[src/rtl/ram_arbiter.sv]
// ram_arbiter: shares one single-port RAM between a CPU port (0) and a copy engine port (1).
// Optional build macro MEM_ARB_FIXED_PRIO_EN selects fixed priority (port 0 wins) instead of round-robin.
module ram_arbiter #(
    parameter int AW = 12,
    parameter int DW = 16
) (
    input  logic          CLK,
    input  logic          RST,
    input  logic          REQ0,
    input  logic          REQ1,
    input  logic          WREN0,
    input  logic          WREN1,
    input  logic [AW-1:0] ADDR0,
    input  logic [AW-1:0] ADDR1,
    input  logic [DW-1:0] WDATA0,
    input  logic [DW-1:0] WDATA1,
    output logic          ACK0,
    output logic          ACK1,
    output logic [DW-1:0] RDATA0,
    output logic [DW-1:0] RDATA1,
    output logic [AW-1:0] RAM_ADDR,
    output logic [DW-1:0] RAM_DATA,
    output logic          RAM_WREN,
    input  logic [DW-1:0] RAM_Q
);

    typedef enum logic [1:0] {
        IDLE = 2'd0,
        BUSY = 2'd1,
        DONE = 2'd2
    } state_t;

    state_t        state_q, state_d;
    logic          last_q, last_d;
    logic          gid_q, gid_d;
    logic [AW-1:0] ram_addr_q, ram_addr_d;
    logic [DW-1:0] ram_data_q, ram_data_d;
    logic          ram_wren_q, ram_wren_d;
    logic [DW-1:0] rdata0_q, rdata0_d;
    logic [DW-1:0] rdata1_q, rdata1_d;
    logic          any_req;
    logic          win1;

    assign any_req = REQ0 | REQ1;

    // Winner selection: port 1 wins alone, or on contention when it was not served last
`ifdef MEM_ARB_FIXED_PRIO_EN
    assign win1 = REQ1 & ~REQ0;
`else
    assign win1 = REQ1 & (~REQ0 | ~last_q);
`endif

    // State register
    always_ff @(posedge CLK) begin
        if (RST) begin
            state_q <= IDLE;
        end else begin
            state_q <= state_d;
        end
    end

    // Next-state logic: one access takes IDLE -> BUSY -> DONE
    always_comb begin
        state_d = state_q;
        unique case (state_q)
            IDLE:    if (any_req) state_d = BUSY;
            BUSY:    state_d = DONE;
            DONE:    state_d = IDLE;
            default: state_d = IDLE;
        endcase
    end

    // Outputs: acknowledge is the DONE cycle steered by the latched winner
    always_comb begin
        ACK0 = (state_q == DONE) & ~gid_q;
        ACK1 = (state_q == DONE) & gid_q;
    end

    // Datapath next values: launch the grant in IDLE, capture read data leaving BUSY
    always_comb begin
        last_d     = last_q;
        gid_d      = gid_q;
        ram_addr_d = ram_addr_q;
        ram_data_d = ram_data_q;
        ram_wren_d = 1'b0;
        rdata0_d   = rdata0_q;
        rdata1_d   = rdata1_q;
        if (state_q == IDLE && any_req) begin
            gid_d      = win1;
            last_d     = win1;
            ram_addr_d = win1 ? ADDR1 : ADDR0;
            ram_data_d = win1 ? WDATA1 : WDATA0;
            ram_wren_d = win1 ? WREN1 : WREN0;
        end
        if (state_q == BUSY && !ram_wren_q) begin
            if (gid_q) rdata1_d = RAM_Q;
            else       rdata0_d = RAM_Q;
        end
    end

    // Datapath registers; reset leaves port 1 as last served so port 0 wins first
    always_ff @(posedge CLK) begin
        if (RST) begin
            last_q     <= 1'b1;
            gid_q      <= 1'b0;
            ram_addr_q <= '0;
            ram_data_q <= '0;
            ram_wren_q <= 1'b0;
            rdata0_q   <= '0;
            rdata1_q   <= '0;
        end else begin
            last_q     <= last_d;
            gid_q      <= gid_d;
            ram_addr_q <= ram_addr_d;
            ram_data_q <= ram_data_d;
            ram_wren_q <= ram_wren_d;
            rdata0_q   <= rdata0_d;
            rdata1_q   <= rdata1_d;
        end
    end

    assign RAM_ADDR = ram_addr_q;
    assign RAM_DATA = ram_data_q;
    assign RAM_WREN = ram_wren_q;
    assign RDATA0   = rdata0_q;
    assign RDATA1   = rdata1_q;

endmodule

[config.mk]
export PLATFORM = sky130hd
export DESIGN_NAME = ram_arbiter
export DESIGN_NICKNAME = d
export VERILOG_FILES = /design/src/rtl/ram_arbiter.sv
export SDC_FILE = /design/constraint.sdc
export NUM_CORES = 1
export LEC_CHECK = 0
export CAP_MARGIN = 25
export CORE_MARGIN = 10
export CORE_UTILIZATION = 36
export DETAILED_ROUTE_END_ITERATION = 10
export PLACE_DENSITY_LB_ADDON = 0.08
export SETUP_SLACK_MARGIN = 0.5
export SLEW_MARGIN = 20
export SYNTH_ARGS = -nofsm -noshare
export SYNTH_HDL_FRONTEND = slang
export SYNTH_SLANG_ARGS = --single-unit
[constraint.sdc]
create_clock -name CLK -period 1.3 [get_ports CLK]
set_input_delay 0.195 -clock CLK [delete_from_list [all_inputs] [get_ports CLK]]
set_output_delay 0.195 -clock CLK [all_outputs]
set_load 0.01 [all_outputs]
# Yosys cells after proc, flatten, opt, wreduce, memory -nomap -nowiden
# Index checks and enable logic that the tools add are counted.
totals:
  inputBits: 78
  out_inout_bits: 63
  elab_cells: 32
  ff_bits: 65
classes:
  eq_ne: 3
  reduce_logical: 7
  mux: 5
  bitwise_logic: 9
op_table:
  columns: ["cell", "count"]
  rows:
  - ["$mux 16", 1]
  - ["$mux 12", 1]
  - ["$not 1->1", 4]
  - ["$pmux 2 s2", 1]
  - ["$reduce_and 2->1", 2]
  - ["$and 1x1->1", 3]
  - ["$eq 2x1->1 const B", 1]
  - ["$eq 2x2->1 const B", 1]
  - ["$logic_and 1x1->1", 2]
  - ["$logic_not 2->1", 1]
  - ["$mux 2", 1]
  - ["$ne 2x2->1 const B", 1]
  - ["$or 1x1->1", 2]
  - ["$reduce_or 2->1", 1]
  - ["$logic_not 1->1", 1]
  - ["$mux 1", 1]

# Depth between registers and ports, before layout
# Gate-level depths: netlist (run 1).
depth:
  depth_word: 4
  depth_mapped: 6
  mapped_depth_nobuf: 3

# Worst setup path before layout (run 1)
# No wires, ideal clock.
synth_timing:
  kind: "reg-to-reg"
  startpoint: "register gid_q"
  endpoint: "register rdata0_q[5] (netlist: RDATA0[5])"
  arrival_ns: 1.242
  stages_incl_launch_ff: 6
  synth_period_minus_slack_ns: 1.374
  path_slack_ns: -0.074
  required_time_ns: 1.168
  setup_time_ns: 0.132
  n_path_buf: 2
  cell_sequence: "dfxtp_1 or4b_1 buf_2 buf_6 nand2_1 a21oi_1"
synth_via:
  elab_chain_len: 2
synth_rtl:
  columns: ["item", "line_no", "source"]
  rows:
  - ["start, declared", "35", "logic gid_q, gid_d;"]
  - ["start signal, assigned", "113", "gid_q <= gid_d;"]
  - ["$not 1->1 (no source line)", null, null]
  - ["$reduce_and 2->1 (no source line)", null, null]
  - ["end signal, assigned", "117", "rdata0_q <= rdata0_d;"]
  - ["end, declared", "39", "logic [DW-1:0] rdata0_q, rdata0_d;"]
# No other way between the ends.
# A chain may end at the register's enable or synchronous reset.

# Worst setup path after layout (run 1)
layout_timing:
  startpoint: "register gid_q"
  endpoint: "register rdata0_q[0] (netlist: RDATA0[0])"
# The elaborated chain is that of the path after synthesis.

==> results of run 1 <==
==> cell families after synthesis <==
family | share of synthesized area
and+or+nand+nor | 0.211
AOI/OAI and AO/OA | 0.241
DFF | 0.483
buffers and inverters | 0.0608
muxes | 0.00372
==> routing by layer <==
| layer | GRT usage | part of all wire | routed length, um |
|---|---|---|---|
| met4 | 0.0696 | 0.022 | 241 |
| met5 | 0 | 0 | 0 |
| met1 | 0.164 | 0.37 | 3960 |
| met3 | 0.0809 | 0.088 | 944 |
| met2 | 0.322 | 0.52 | 5620 |
==> worst paths after layout <==
kind | depth (start not counted) | to | startpoint | slack (ns)
setup / recovery | 4 | RDATA0[0] | gid_q | -0.1
hold / removal | 3 | gid_q | REQ1 | 0.32
setup reg to reg | 4 | RDATA0[0] | gid_q | -0.1
hold reg to reg | 2 | RDATA0[12] | RDATA0[12] | 0.46
==> synth_stat cells <==
master,count
inv_1,1
a21bo_2,2
a311oi_1,19
a21boi_2,1
nand3_1,1
clkbuf_1,9
a21oi_1,61
buf_4,3
and3b_1,1
dfxtp_1,65
or2_0,1
or4b_1,1
o21ai_0,1
nor2_1,2
a31oi_1,1
nor4bb_1,1
a311oi_2,9
nand2_1,122
nor3b_1,2
clkbuf_2,2
and2_4,1
buf_2,12
nand4bb_1,1
buf_6,3
nor4b_4,1
mux2i_1,1
nor3_1,1
==> layout make-up <==
type / instances / area share
multi-input cells: 233 / 0.276
flip-flops and latches: 65 / 0.257
repair buffers: 209 / 0.410
well taps: 99 / 0.0229
clock inverters: 6 / 0.00809
clock buffers: 10 / 0.0254
inverters: 1 / 0.000693
==> power breakdown <==
group          switching, uW  internal, uW
clock network            809           742
registers                126          2180
logic                    726          1040
==> per-stage QoR <==
stage          std cells  instance area [um2]
2_1_floorplan        325                 2770
3_3_place_gp         556                 4310
3_5_place_dp         556                 4310
4_1_cts              590                 5020
5_1_grt              623                 5420
6_report             623                 5420
==> state kept, by name, summed over array words and instances, names as in the netlist <==
register and cells:
RAM_DATA 16, RDATA0 16, RDATA1 16, RAM_ADDR 12
state_q 2, RAM_WREN 1, gid_q 1, last_q 1
==> worst min-delay path, delay by kind of cell <==
kind | cells | cell delay (ns)
AND/OR/NAND/NOR | 1 | 0.09
buffers and inverters | 1 | 0.28
AO/OA/AOI/OAI | 1 | 0.06
==> timing repair <==
action	4_1_cts	5_1_grt
endpoints found under the setup margin	127	127
cloned	9	1
buffers inserted	9	32
pin swaps	20	30
resized for setup	448	37
==> impl_metrics.toml, run 1 <==
[yosys]
synthTopCellsByArea = "dfxtp_1, nand2_1, a21oi_1, a311oi_1, a311oi_2"
netlist.area_leader.share = 0.483
syn_area_mm2 = 0.00269
synth_seq_cells = 65
yosysWarnings = 0
synth-seq-area-share = 0.483
avgSynthCellArea_um2 = 8.29
ys_types = 27
synth_fp_nets = 403
synth.largest_area_cell = "dfxtp_1"
synthCells = 325

[global_routing]
first_global_vias = 3252
grt_max_degree = 66
grt_pass1_wl_mm = 15.9
grt-ovfl-total = 0
grt_util_all_layers = 0.175
antenna_found_initial = 0

[sta]
fmax_mhz = 716
relSlewSlack = 0.779
period_share = 1.07
final_hold_viol_count = 0
worst_pin_slew_ns = 0.332
fin_skew_ns = 0.00581
setup_slack_ns = -0.0967
rsz0062_at_grt = "yes"
tns_ns = -1.20
holdWs_ns = 0.324
drv_slew = 0
period_needed_ns = 1.40
setup_viol = 27

[layout]
nFillCells = 529
area_delta_synth_final_pct = 101
antenna_cells = 0
final_common_cell = "nand2_1"
drive_gt1_frac = 0.544
final_cell_mix = "nand2_1, buf_6, clkdlybuf4s50_1"
seq_area_mm2 = 0.00139
multi_input_area_mm2 = 0.00149
final_core_util = 0.747
nets = 597

[die]
die_area_mm2 = 0.0113
placementRows = 31
core_mm2 = 0.00725
die_width_um = 107
dieHeight_um = 107
pin_count = 141
start_util = 0.371

[run_status]
status = "complete, but fails checks"
failed_checks = "setup timing"

[clock_network]
htreeDepth = 3
root_buffer = "clkbuf_8"
cts_hold_repair.buffers = 0
cts_tree = "built"
clk_pin_slew_ns = 0.07
clk_latency_ns = 0.34
cts_buffer_depth = 2
cts.sinks = 65
numCtsBuffers = 9

[critical_path]
worst_setup_path_start_kind = "register"
crit_type = "reg -> reg"
critPathTopFamily = "simple AND/OR/NAND/NOR gates"
crit_slowest_cell = "or4b_4"
crit_required_ns = 1.51
cp_num_buf_inv = 1
crit_fanout = 8
crit_path_max_incr_delay_ns = 0.58
cp.arrival_ns = 1.61
cp-end-kind = "register"
crit_chain = "or4b_4 > clkbuf_16 > nand2_2 > a21oi_1"

[placed_design]
gp_congestion = 0.761
place_ws_ns = -0.323
portBuffers = 140
post-dp-hpwl_mm = 6.60

[route]
viasPerCell = 5.02
initialDrtViolationCount = 91
vias = 3126
dr.pass1.iters = 4
drc = 0
wire_per_inst_um = 17.3
ant_nets = 0
wl_mm = 10.8

[pwr]
p_leak_uw = 0.00219
power.total_uw = 5620
powerDensity_mw_per_mm2 = 1040
ir_worst_vdd_mv = 0.658

[run]
max-cap-violations = 0

[hold_path]
hold_class = "in -> reg"
(Power assumes the default switching activity.)
==> run 2: changes to the inputs <==
--- a/constraint.sdc
+++ b/constraint.sdc
@@ -3,2 +3,2 @@
 set_output_delay 0.195 -clock CLK [all_outputs]
-set_load 0.01 [all_outputs]
+set_load 0.05 [all_outputs]
==> impl_metrics.toml, run 2 (synthesis gave the netlist of run 1 again) <==
[sta]
holdWs_ns = 0.230
drv_slew = 0
tns_ns = -3.97
period_share = 1.10
period_needed_ns = 1.43
rsz0062_at_grt = "yes"
setup_slack_ns = -0.127
worst_pin_slew_ns = 0.333
fin_skew_ns = 0.00726
relSlewSlack = 0.778
fmax_mhz = 701
setup_viol = 54
final_hold_viol_count = 0

[route]
wl_mm = 11.5
dr.pass1.iters = 4
ant_nets = 0
wl_met3_mm = 1.05
topRoutingLayerUsed = "met4"
drc = 0
wire_per_inst_um = 18.3
vias = 3175
met2_length_mm = 5.95
initialDrtViolationCount = 101
viasPerCell = 5.08
met1_length_mm = 4.16

[layout]
seq_area_mm2 = 0.00141
drive_gt1_frac = 0.548
final_cell_mix = "nand2_1, clkdlybuf4s50_1, buf_12"
final_common_cell = "nand2_1"
area_delta_synth_final_pct = 123
final_area_mm2 = 0.00601
multi_input_area_mm2 = 0.00153
final_cells = 625
nFillCells = 421
antenna_cells = 0
nets = 599

[placed_design]
post-dp-hpwl_mm = 7.21
placed_cells = 563
dpl_cell_area_mm2 = 0.00500
portBuffers = 140
gp_congestion = 0.775

[clock_network]
cts_buffer_depth = 2
clk_pin_slew_ns = 0.07
cts.sinks = 65
clk_latency_ns = 0.35
cts_tree = "built"
cts_hold_repair.buffers = 0
htreeDepth = 3
numCtsBuffers = 9
root_buffer = "clkbuf_8"

[pwr]
powerDensity_mw_per_mm2 = 1100
p_leak_uw = 0.00235
power.total_uw = 6630
ir_worst_vdd_mv = 0.648

[critical_path]
worst_setup_path_start_kind = "register"
crit_fanout = 8
crit_required_ns = 1.57
crit_slowest_cell = "dfxtp_4"
cp-end-kind = "register"
crit_path_max_incr_delay_ns = 0.35
crit_type = "reg -> reg"
crit_chain = "buf_12 > buf_6 > nor4b_4 > buf_4 > clkbuf_16 > nand2_1 > a21oi_1"
cp.arrival_ns = 1.70

[die]
dieHeight_um = 107
pin_count = 141
core_mm2 = 0.00725
placementRows = 31
start_util = 0.371
die_width_um = 107
die_area_mm2 = 0.0113

[hold_path]
hold_class = "in -> reg"

[run]
max-cap-violations = 0

[global_routing]
grt_pass1_wl_mm = 16.7
first_global_vias = 3243
grt_max_degree = 28
grt-ovfl-total = 0
antenna_found_initial = 0
grt_util_all_layers = 0.185

[run_status]
status = "complete, but fails checks"
failed_checks = "setup timing"
[run 2: layer usage]
metal | vias to the layer above | track usage
li1 | 1520 | -
met1 | 1486 | 0.189
met2 | 145 | 0.335
met3 | 24 | 0.0731
met4 | 0 | 0.0658
met5 | - | 0
[run 2: through the flow]
| step | setup slack [ns] | utilization |
|---|---|---|
| global placement | -0.268 | 0.689 |
| floorplan | -0.0894 | - |
| CTS | -0.0978 | 0.789 |
| detailed placement | -0.355 | 0.689 |
| global route | -0.180 | 0.829 |
| finish | -0.127 | 0.829 |
[run 2: power by group]
group	leakage (uW)	internal, uW	switching [uW]	total [uW]
Combinational	0.00169	1340	1210	2550
Clock	0.000103	884	836	1720
Sequential	0.000561	2180	177	2360
Total	0.00235	4400	2220	6630
[run 2: layout make-up]
class,count,area share
repair buffers,211,0.458
clock inverters,7,0.0119
clock buffers,9,0.0206
well taps,99,0.0206
multi-input cells,233,0.255
inverters,1,0.000624
flip-flops and latches,65,0.234
[run 2: final timing paths]
check | startpoint | end | slack [ns] | cells past startpoint
min | RST | gid_q | 0.23 | 2
min reg2reg | RDATA1[4] | RDATA1[4] | 0.47 | 2
max reg2reg | state_q[1] | RDATA0[5] | -0.13 | 7
max | state_q[1] | RDATA0[5] | -0.13 | 7
[run 2: timing repair]
item	4_1_cts	5_1_grt
pin swaps	26	18
resized for setup	122	38
endpoints found under the setup margin	127	127
gates cloned	7	1
buffers inserted	22	16
[run 2: critical path, delay by kind of cell, from the launching register on]
family / cells / cell delay, ns
AND/OR/NAND/NOR: 2 / 0.34
flip-flops: 1 / 0.35
AO/OA/AOI/OAI: 1 / 0.11
buffers and inverters: 4 / 0.55
